### src/rtl/tabla_rom_pkg.sv
// Shared types and constants for the ROM fetch sequencer.
package tabla_rom_pkg;

  // Fetch sequencer control states
  typedef enum logic [1:0] {
    ST_IDLE  = 2'd0,
    ST_RUN   = 2'd1,
    ST_DRAIN = 2'd2,
    ST_DONE  = 2'd3
  } fetch_state_t;

  // Skid buffer depth covers the ROM's single cycle of read latency
  localparam int unsigned SKID_DEPTH = 2;
  localparam int unsigned SKID_CNT_W = 2;

endpackage

### src/rtl/rom_skid_fifo.sv
// Two-entry push/pop/flush buffer holding {last, data} words from the ROM.
module rom_skid_fifo
  import tabla_rom_pkg::*;
#(
  parameter int unsigned WIDTH = 17
) (
  input  logic                  CLK,
  input  logic                  RESET,
  input  logic                  i_push,
  input  logic [WIDTH-1:0]      i_push_data,
  input  logic                  i_pop,
  input  logic                  i_flush,
  output logic [WIDTH-1:0]      o_head,
  output logic                  o_valid,
  output logic [SKID_CNT_W-1:0] o_count
);

  logic [WIDTH-1:0]      r_slot0;
  logic [WIDTH-1:0]      r_slot1;
  logic [SKID_CNT_W-1:0] r_count;
  logic                  r_valid;

  logic [WIDTH-1:0]      w_slot0_nxt;
  logic [WIDTH-1:0]      w_slot1_nxt;
  logic [SKID_CNT_W-1:0] w_count_nxt;
  logic                  w_pop;

  assign w_pop = i_pop & (r_count != '0);

  // Next slot contents and occupancy; slot0 is always the head
  always_comb begin
    w_slot0_nxt = r_slot0;
    w_slot1_nxt = r_slot1;
    w_count_nxt = r_count;
    if (i_flush) begin
      w_slot0_nxt = '0;
      w_slot1_nxt = '0;
      w_count_nxt = '0;
    end else begin
      case ({i_push, w_pop})
        2'b10: begin
          if (r_count == '0) begin
            w_slot0_nxt = i_push_data;
          end else begin
            w_slot1_nxt = i_push_data;
          end
          if (r_count < SKID_CNT_W'(SKID_DEPTH)) begin
            w_count_nxt = r_count + SKID_CNT_W'(1);
          end
        end
        2'b01: begin
          w_slot0_nxt = r_slot1;
          w_count_nxt = r_count - SKID_CNT_W'(1);
        end
        2'b11: begin
          if (r_count == SKID_CNT_W'(1)) begin
            w_slot0_nxt = i_push_data;
          end else begin
            w_slot0_nxt = r_slot1;
            w_slot1_nxt = i_push_data;
          end
        end
        default: ;
      endcase
    end
  end

  // Buffer storage and registered status
  always_ff @(posedge CLK) begin
    if (RESET) begin
      r_slot0 <= '0;
      r_slot1 <= '0;
      r_count <= '0;
      r_valid <= 1'b0;
    end else begin
      r_slot0 <= w_slot0_nxt;
      r_slot1 <= w_slot1_nxt;
      r_count <= w_count_nxt;
      r_valid <= (w_count_nxt != '0);
    end
  end

  assign o_head  = r_slot0;
  assign o_valid = r_valid;
  assign o_count = r_count;

endmodule

### src/rtl/rom_fetch_sequencer.sv
// Walks a ROM address window for N passes and streams words over valid/ready.
module rom_fetch_sequencer
  import tabla_rom_pkg::*;
#(
  parameter int unsigned DATA_WIDTH = 16,
  parameter int unsigned ADDR_WIDTH = 6,
  parameter int unsigned LOOP_WIDTH = 8
) (
  input  logic                  CLK,
  input  logic                  RESET,
  input  logic                  START,
  input  logic [ADDR_WIDTH-1:0] START_ADDR,
  input  logic [ADDR_WIDTH-1:0] END_ADDR,
  input  logic [LOOP_WIDTH-1:0] LOOP_COUNT,
  input  logic                  ABORT,
  output logic [ADDR_WIDTH-1:0] ROM_ADDRESS,
  output logic                  ROM_ENABLE,
  input  logic [DATA_WIDTH-1:0] ROM_DATA,
  output logic [DATA_WIDTH-1:0] OUT_DATA,
  output logic                  OUT_VALID,
  input  logic                  OUT_READY,
  output logic                  OUT_LAST,
  output logic                  BUSY,
  output logic                  DONE
);

  localparam int unsigned ENTRY_W = DATA_WIDTH + 1;
  localparam int unsigned CRED_W  = SKID_CNT_W + 1;

  fetch_state_t          r_state;
  logic [ADDR_WIDTH-1:0] r_addr;
  logic [ADDR_WIDTH-1:0] r_start_addr;
  logic [ADDR_WIDTH-1:0] r_end_addr;
  logic [LOOP_WIDTH-1:0] r_passes;
  logic                  r_inflight;
  logic                  r_inflight_last;
  logic                  r_busy;
  logic                  r_done;

  fetch_state_t          w_state_nxt;
  logic                  w_issue;
  logic                  w_accept;
  logic                  w_abort_job;
  logic                  w_end_hit;
  logic                  w_final_issue;
  logic                  w_credit_ok;
  logic                  w_pop;
  logic                  w_push;
  logic [ENTRY_W-1:0]    w_head;
  logic                  w_fifo_valid;
  logic [SKID_CNT_W-1:0] w_fifo_count;

  assign w_pop         = w_fifo_valid & OUT_READY;
  assign w_accept      = (r_state == ST_IDLE) & START & ~ABORT;
  assign w_abort_job   = ABORT & ((r_state == ST_RUN) | (r_state == ST_DRAIN));
  assign w_end_hit     = (r_addr == r_end_addr);
  assign w_final_issue = w_issue & w_end_hit & (r_passes == LOOP_WIDTH'(1));
  assign w_push        = r_inflight & ~w_abort_job;

  // Credit: buffered + in-flight words after this cycle's pop must leave room
  assign w_credit_ok = (CRED_W'(w_fifo_count) + CRED_W'(r_inflight))
                     < (CRED_W'(SKID_DEPTH) + CRED_W'(w_pop));

  // Next state and read issue
  always_comb begin
    w_state_nxt = r_state;
    w_issue     = 1'b0;
    case (r_state)
      ST_IDLE: begin
        if (w_accept) begin
          w_state_nxt = ST_RUN;
        end
      end
      ST_RUN: begin
        if (ABORT) begin
          w_state_nxt = ST_IDLE;
        end else begin
          w_issue = w_credit_ok;
          if (w_credit_ok & w_end_hit & (r_passes == LOOP_WIDTH'(1))) begin
            w_state_nxt = ST_DRAIN;
          end
        end
      end
      ST_DRAIN: begin
        if (ABORT) begin
          w_state_nxt = ST_IDLE;
        end else if (w_pop & w_head[DATA_WIDTH]) begin
          w_state_nxt = ST_DONE;
        end
      end
      ST_DONE: begin
        w_state_nxt = ST_IDLE;
      end
      default: begin
        w_state_nxt = ST_IDLE;
      end
    endcase
  end

  // State, window/pass counters and in-flight tracking
  always_ff @(posedge CLK) begin
    if (RESET) begin
      r_state         <= ST_IDLE;
      r_addr          <= '0;
      r_start_addr    <= '0;
      r_end_addr      <= '0;
      r_passes        <= '0;
      r_inflight      <= 1'b0;
      r_inflight_last <= 1'b0;
      r_busy          <= 1'b0;
      r_done          <= 1'b0;
    end else begin
      r_state         <= w_state_nxt;
      r_busy          <= (w_state_nxt != ST_IDLE);
      r_done          <= (w_state_nxt == ST_DONE);
      r_inflight      <= w_issue;
      r_inflight_last <= w_final_issue;
      if (w_accept) begin
        r_addr       <= START_ADDR;
        r_start_addr <= START_ADDR;
        r_end_addr   <= END_ADDR;
        r_passes     <= (LOOP_COUNT == '0) ? LOOP_WIDTH'(1) : LOOP_COUNT;
      end else if (w_issue) begin
        if (w_end_hit) begin
          r_addr   <= r_start_addr;
          r_passes <= r_passes - LOOP_WIDTH'(1);
        end else begin
          r_addr <= ADDR_WIDTH'(r_addr + ADDR_WIDTH'(1));
        end
      end
    end
  end

  rom_skid_fifo #(
    .WIDTH (ENTRY_W)
  ) u_skid (
    .CLK         (CLK),
    .RESET       (RESET),
    .i_push      (w_push),
    .i_push_data ({r_inflight_last, ROM_DATA}),
    .i_pop       (w_pop),
    .i_flush     (w_abort_job),
    .o_head      (w_head),
    .o_valid     (w_fifo_valid),
    .o_count     (w_fifo_count)
  );

  assign ROM_ADDRESS = r_addr;
  assign ROM_ENABLE  = w_issue;
  assign OUT_DATA    = w_head[DATA_WIDTH-1:0];
  assign OUT_LAST    = w_head[DATA_WIDTH];
  assign OUT_VALID   = w_fifo_valid;
  assign BUSY        = r_busy;
  assign DONE        = r_done;

endmodule
### config.mk
export PLATFORM = sky130hd
export DESIGN_NAME = rom_fetch_sequencer
export DESIGN_NICKNAME = d
export VERILOG_FILES = /design/src/rtl/tabla_rom_pkg.sv /design/src/rtl/rom_skid_fifo.sv /design/src/rtl/rom_fetch_sequencer.sv
export SDC_FILE = /design/constraint.sdc
export NUM_CORES = 1
export LEC_CHECK = 0
export ABC_AREA = 1
export ABC_CLOCK_PERIOD_IN_PS = 3550
export BUFFER_PORTS_ARGS = -buffer_cell sky130_fd_sc_hd__buf_4
export CORE_MARGIN = 5
export CORE_UTILIZATION = 50
export CTS_CLUSTER_DIAMETER = 40
export DETAILED_ROUTE_END_ITERATION = 8
export HOLD_SLACK_MARGIN = 0.1
export PLACE_DENSITY = 0.74
export SLEW_MARGIN = 10
export SYNTH_ARGS = -nofsm -noshare
export SYNTH_HDL_FRONTEND = slang
export SYNTH_SLANG_ARGS = --single-unit
### constraint.sdc
create_clock -name CLK -period 3.55 [get_ports CLK]
set_clock_uncertainty 0.1 [all_clocks]
set_input_delay 0.355 -clock CLK [delete_from_list [all_inputs] [get_ports CLK]]
set_output_delay 0.355 -clock CLK [all_outputs]
set_load 0.01 [all_outputs]
==> impl_results.md, run 1 <==
- Peak VDD IR: 315.2 uV
- Arr. time, crit path: 2940 ps
- P_leak: 1.820 nW
- Area occupied by multi-input gates: 1718 sq um
- CP Depth: 11
- DIE HEIGHT: 92.03 microns
- Clock slew at the register clock pins of the worst setup and hold paths: 80 ps
- Port-buffer cells: 67
- Fmax: 356.0 MHz
- Die Footprint: 8470 sq um
- CORE AREA: 6459 sq um
- Max FO, Critical Path: 20
- #FFs+latches synth: 69
- Syn avg cell area: 7.267 sq um
- Critical path class: register to register
- Hold Worst Slack: 181.5 ps
- RSZ-0062 raised after global routing: no
- Gpl congestion: 0.8450
- Grt total ovfl: 0
- Initial DRC Count: 181
- Top-Level Pins: 68
- Initial core utilization: 52.09%
- Nets@finish: 577
- Sequential share of power: 43.6%
- Syn nets: 517
- Register area: 1381 sq um
- Diode count: 0
- Vias in the first global route: 3187
- Crit start category: register
- Final setup viols: 0
- Routed len/inst: 13.52 microns
- Post-synth cell types: 32
- Cell Int Power: 1.433 mW
- Tcrit/Tclk final: 79.12%
- Minimum clock period: 2809 ps
- CTS buffer count: 9
- Mapped Area: 3364 sq um
- Clock power frac: 40.6%
- Global-route wire length before repair: 13.98 mm
- Antenna-violating nets left: 0
- Synth warnings: 0
- Final WL: 8.178 mm
- Maximum number of pins on one net before global-route repair: 36
- Area Growth Syn to Fin: 23.13%
- TritonCTS clock tree: done
- Req. time, crit path: 3680 ps
- Std-Cell Rows: 29
- Die width: 92.03 microns
- Comb power frac: 15.7%
- Maxcap violations: 0
- Worst hold path depth: 3
- Hold-fix buffers, CTS: 0
- Post-synthesis cell count: 463
- Detailed Place HPWL: 5.785 mm
- Gr usage total: 19.69%
- Crit end category: register
- DR vias: 3281
- DRC violations left: 0
- Fill cells: 577
- Switching pwr: 0.5053 mW
- Initial antenna violation count: 0
- Root Buffer: clkbuf_8
- Drt first pass iters: 5
- H-tree levels: 3
- Power Density: 467.8 nW/um^2
- Least-Margin Pin Slew: 812.2 ps
- Switching power share of the total: 26.07%
- Via/cell ratio: 5.423
- Setup bufs post-CTS: 0
- Post-CTS sizing: 0
- Outcome: finished clean
- FF-to-FF path depth: 11
- Critical-path cell list: inv_1 -> ha_1 -> nor2_4 -> buf_4 -> inv_2 -> ha_1 -> o211ai_1 -> buf_4 -> inv_2 -> nor2_1 -> nor2_1
- Crit-path max cell delay: 460 ps
- Worst-Skew Late Latency: 330 ps
- Worst Path Buf+Inv: 5
- Seq/Total Area, Yosys: 41.06%
- CTS Buffer Depth: 2
- Hold crit path type: input port to register
- Fin. max-slew vios: 0
- Final Hold Viols: 0
- TritonCTS Sinks: 69
- CP max stage cell: o211ai_1
- Layout cells sized above 1: 18.94%
- Setup TNS Final: 0 ps
- Critical path's top delay family: buffers and inverters
- Relative slew slack: 45.79%
[cell families after synthesis]
logic type	count (synthesis)	synth area share, %
buffers and inverters	67	7.884
and+or+nand+nor	163	21.20
AOI/OAI and AO/OA	142	22.69
xor gates and xnor gates	9	2.343
adders and majority gates	13	4.835
DFF	69	41.06
[final cells by class]
class	count	area share, %
Multi-Input combinational cell	327	41.47
Sequential cell	69	33.34
Timing Repair Buffer	70	12.68
Inverter	46	4.168
Clock buffer	11	3.413
Clock inverter	5	2.597
Tap cell	77	2.326
[flip-flops by register name, summed over array words and instances, names as in the netlist]
name             flops
u_skid.r_slot1      17
u_skid.o_valid       1
BUSY                 1
r_state              2
u_skid.o_count       2
r_passes             8
r_inflight_last      1
DONE                 1
ROM_ADDRESS          6
r_start_addr         6
r_inflight           1
u_skid.o_head       17
r_end_addr           6
[placed cells by master (no fill, tap or decap)]
cell        n
nand3_1    27
xor2_1      6
nand3_2     1
xnor2_1     3
nand2_1    60
o21ai_2     2
a21oi_1    39
o21ai_4     1
nor2_8      1
nor4_1      3
clkinv_4    2
nand2_2     4
and2_1      1
o211ai_1    3
nor3_1      1
or2_0       1
clkbuf_8   10
bufinv_16   3
inv_1      43
buf_4      70
o22ai_1     1
a31oi_1    17
nor2_1     58
nand3b_1    1
dfxtp_1    69
inv_2       3
a31o_2      1
clkbuf_1    1
ha_1       13
nand4_1     3
nor2_2      1
nor2_4      1
o21ai_0    78
[metrics by stage]
| stage | cell area [sq um] | setup slack (ps) | utilization [%] | cells | power (mW) |
|---|---|---|---|---|---|
| final | 4143 | 741.1 | 64.14 | 605 | 1.938 |
| after detailed placement | 3894 | 792.6 | 60.29 | 589 | 1.165 |
| after CTS | 4143 | 762.4 | 64.14 | 605 | 1.944 |
| after floorplan | 3364 | 1118 | - | 463 | 1.061 |
| after global routing | 4143 | 461.0 | 64.14 | 605 | 2.040 |
| after global placement | 3894 | 947.4 | 60.29 | 589 | 1.160 |
[metal layers]
layer	global-route usage (%)	share of wire [%]	vias up
met5	0	0	-
met4	7.302	1.6	0
met3	4.419	5.7	13
met2	35.34	49	104
met1	22.85	44	1496
li1	-	-	1668
[worst paths after layout]
path | slack (ps) | start | end
max reg2reg | 740 | u_skid.o_count[0] | u_skid.r_slot1[5]
min | 180 | ROM_DATA[12] | u_skid.r_slot1[12]
min reg2reg | 370 | r_start_addr[5] | r_start_addr[5]
max | 740 | u_skid.o_count[0] | u_skid.r_slot1[5]
[power groups by stage]
stage | Combinational, mW | Sequential, mW | Clock [mW]
2_1_floorplan | 0.198 | 0.863 | 0
3_3_place_gp | 0.298 | 0.861 | 0
3_5_place_dp | 0.302 | 0.863 | 0
4_1_cts | 0.304 | 0.845 | 0.795
5_1_grt | 0.346 | 0.851 | 0.843
6_report | 0.305 | 0.845 | 0.787
[Yosys cell counts (all sizes together)]
cell type | instances | area share (%)
buf | 8 | 1.3
xor2 | 6 | 1.6
nand2 | 64 | 7.4
inv | 46 | 5.1
a31o | 1 | 0.26
clkbuf | 13 | 1.5
nand3b | 1 | 0.22
o21ai | 81 | 13
nor2 | 61 | 7.6
xnor2 | 3 | 0.78
dfxtp | 69 | 41
and2 | 1 | 0.19
o211ai | 3 | 0.67
a31oi | 17 | 3.2
a21oi | 39 | 5.8
nand4 | 3 | 0.56
nor3 | 1 | 0.15
o22ai | 1 | 0.19
or2 | 1 | 0.19
nand3 | 28 | 4.3
ha | 13 | 4.8
nor4 | 3 | 0.56
[worst reg2reg max path, delay by kind of cell (launching register included)]
| family | cells | cell delay, ps |
|---|---|---|
| buffers and inverters | 5 | 900 |
| adder cells (fa/ha/maj) | 2 | 560 |
| AO/OA/AOI/OAI | 1 | 460 |
| flip-flops | 1 | 380 |
| AND/OR/NAND/NOR | 3 | 320 |
(Power assumes the default switching activity.)
==> inputs of run 2 (changes only) <==
- ABC_CLOCK_PERIOD_IN_PS: 3550 -> 2450
- CORE_UTILIZATION: 50 -> 49
- PLACE_DENSITY: 0.74 -> 0.75
- clock period: 3.55 -> 2.45 ns (I/O delays scaled with it)
==> impl_results.md, run 2 (synthesized netlist as in run 1, its figures left out) <==
- Outcome: finished clean
- Crit start category: register
- Peak VDD IR: 332.2 uV (+5.4%)
- H-tree levels: 3 (unchanged)
- Final setup margin: 221.8 ps (-519.3 ps)
- TritonCTS clock tree: done
- Nets@finish: 617 (+6.9%)
- Root Buffer: clkbuf_8
- Clock slew at the register clock pins of the worst setup and hold paths: 70 ps (about the same)
- Total Power: 2.785 mW (+44%)
- Crit end category: register
- DR vias: 3370 (+2.7%)
- RSZ-0062 raised after global routing: no
- Setup slack after placement: 240.9 ps (-551.7 ps)
- Top-Level Pins: 68 (unchanged)
- Hold crit path type: input port to register
- CTS Buffer Depth: 2 (unchanged)
- Post-DP Area: 3935 sq um (+1.1%)
- CTS buffer count: 9 (unchanged)
- Met2 global-route usage: 36.59% (+1.3 points)
- Fin. max-slew vios: 0 (unchanged)
- Via/cell ratio: 5.209 (-4.0%)
- DRC violations left: 0 (unchanged)
- Setup TNS Final: 0 ps (unchanged)
- Initial core utilization: 49.80% (-2.3 points)
- Routed len/inst: 13.06 microns (-3.4%)
- Worst hold path depth: 3 (unchanged)
- CP max stage cell: dlygate4sd3_1
- Final Hold Viols: 0 (unchanged)
- Die width: 92.87 microns (+0.91%)
- TritonCTS Sinks: 69 (unchanged)
- Max FO, Critical Path: 23 (+15%)
- Most common cell after layout, fill and taps aside: o21ai_0
- Worst Path Buf+Inv: 3 (-2)
- Layout cells sized above 1: 18.69% (-0.24 points)
- Diode count: 0 (unchanged)
- Top Usage Layer GRT: met2
- Arr. time, crit path: 2340 ps (-600 ps)
- Req. time, crit path: 2560 ps (-1120 ps)
- Initial DRC Count: 137 (-24%)
- Minimum clock period: 2228 ps (-580.7 ps)
- Std-Cell Rows: 30 (+3.4%)
- Area Growth Syn to Fin: 34.32%
- Maxcap violations: 0 (unchanged)
- Worst-Skew Late Latency: 330 ps (about the same)
- Vias in the first global route: 3269 (+2.6%)
- Fill cells: 563 (-2.4%)
- Design area: 4519 sq um (+9.1%)
- Gpl congestion: 0.8531 (+0.96%)
- Port-buffer cells: 67 (unchanged)
- Crit-path max cell delay: 570 ps (+110 ps)
- Commonest cells after routing, fill and taps aside: o21ai_0, buf_4, dfxtp_1
- P_leak: 1.990 nW (+9.3%)
- Final WL: 8.447 mm (+3.3%)
- Global-route wire length before repair: 14.20 mm (+1.6%)
- Final core occ: 66.89% (+2.7 points)
- Critical path class: register to register
- Critical path's top delay family: buffers and inverters
- Drt first pass iters: 4 (-1)
- Detailed Place HPWL: 5.576 mm (-3.6%)
- Tcrit/Tclk final: 90.95% (+12 points)
- Critical-path cell list: inv_1 -> ha_1 -> nand3_1 -> clkinvlp_4 -> nand2_1 -> a21oi_1 -> dlygate4sd3_1
- Maximum number of pins on one net before global-route repair: 36 (unchanged)
- DIE HEIGHT: 92.87 microns (+0.91%)
- Antenna-violating nets left: 0 (unchanged)
- Final setup viols: 0 (unchanged)
- Gr usage total: 20.02% (+0.33 points)
- Die Footprint: 8624 sq um (+1.8%)
- Initial antenna violation count: 0 (unchanged)
- Power Density: 616.3 nW/um^2 (+32%)
- CP Depth: 7 (-4)
- Grt total ovfl: 0 (unchanged)
- FF-to-FF path depth: 7 (-4)
- Relative slew slack: 68.94% (+23 points)
- Least-Margin Pin Slew: 465.4 ps (-346.8 ps)
- Fmax: 448.8 MHz (+26%)
- Grt met1 use: 23.15% (+0.30 points)
- M3 GR Usage: 4.224% (-0.19 points)
- CORE AREA: 6756 sq um (+4.6%)
==> run 2: final cells by class <==
class	count	area, sq um	share of cell area [%]
Clock inverter	5	100.1	2.215
Sequential cell	69	1381	30.56
Clock buffer	10	127.6	2.824
Timing Repair Buffer	110	913.4	20.21
Inverter	46	176.4	3.904
Multi-Input combinational cell	327	1720	38.07
Tap cell	80	100.1	2.215
==> run 2: final timing paths <==
check	startpoint	end	slack, ps
max	r_state[0]	r_start_addr[2]	220
min	END_ADDR[1]	r_end_addr[1]	120
max reg2reg	r_state[0]	r_start_addr[2]	220
min reg2reg	r_passes[1]	r_passes[1]	360
==> run 2: per-layer routing <==
layer,vias up,wire (microns)
met4,0,35
li1,1743,-
met1,1531,3561
met3,4,418
met5,-,0
met2,92,4433
==> run 2: through the flow <==
step	hold slack, ps	cells
2_1_floorplan	289.6	463
3_3_place_gp	350.3	597
5_1_grt	148.5	647
4_1_cts	103.1	647
3_5_place_dp	355.2	597
6_report	116.5	647
==> run 2: worst min-delay path, delay by kind of cell <==
kind | cells | cell delay, ps
AOI/OAI and AO/OA | 2 | 180
buffers and inverters | 1 | 80
==> run 2: timing repair <==
item / in CTS / in global routing
endpoints found under the hold margin: 42 / 0
buffers inserted: 0 / 0
endpoints found under the setup margin: 0 / 6
resized for setup: 0 / 2
hold buffers: 35 / 0
==> run 2: power breakdown <==
group | total, mW | switching [mW] | leakage [nW] | internal, mW
clock | 1.07 | 0.406 | 0.116 | 0.668
sequential | 1.22 | 0.0458 | 0.562 | 1.18
combinational | 0.487 | 0.259 | 1.31 | 0.229
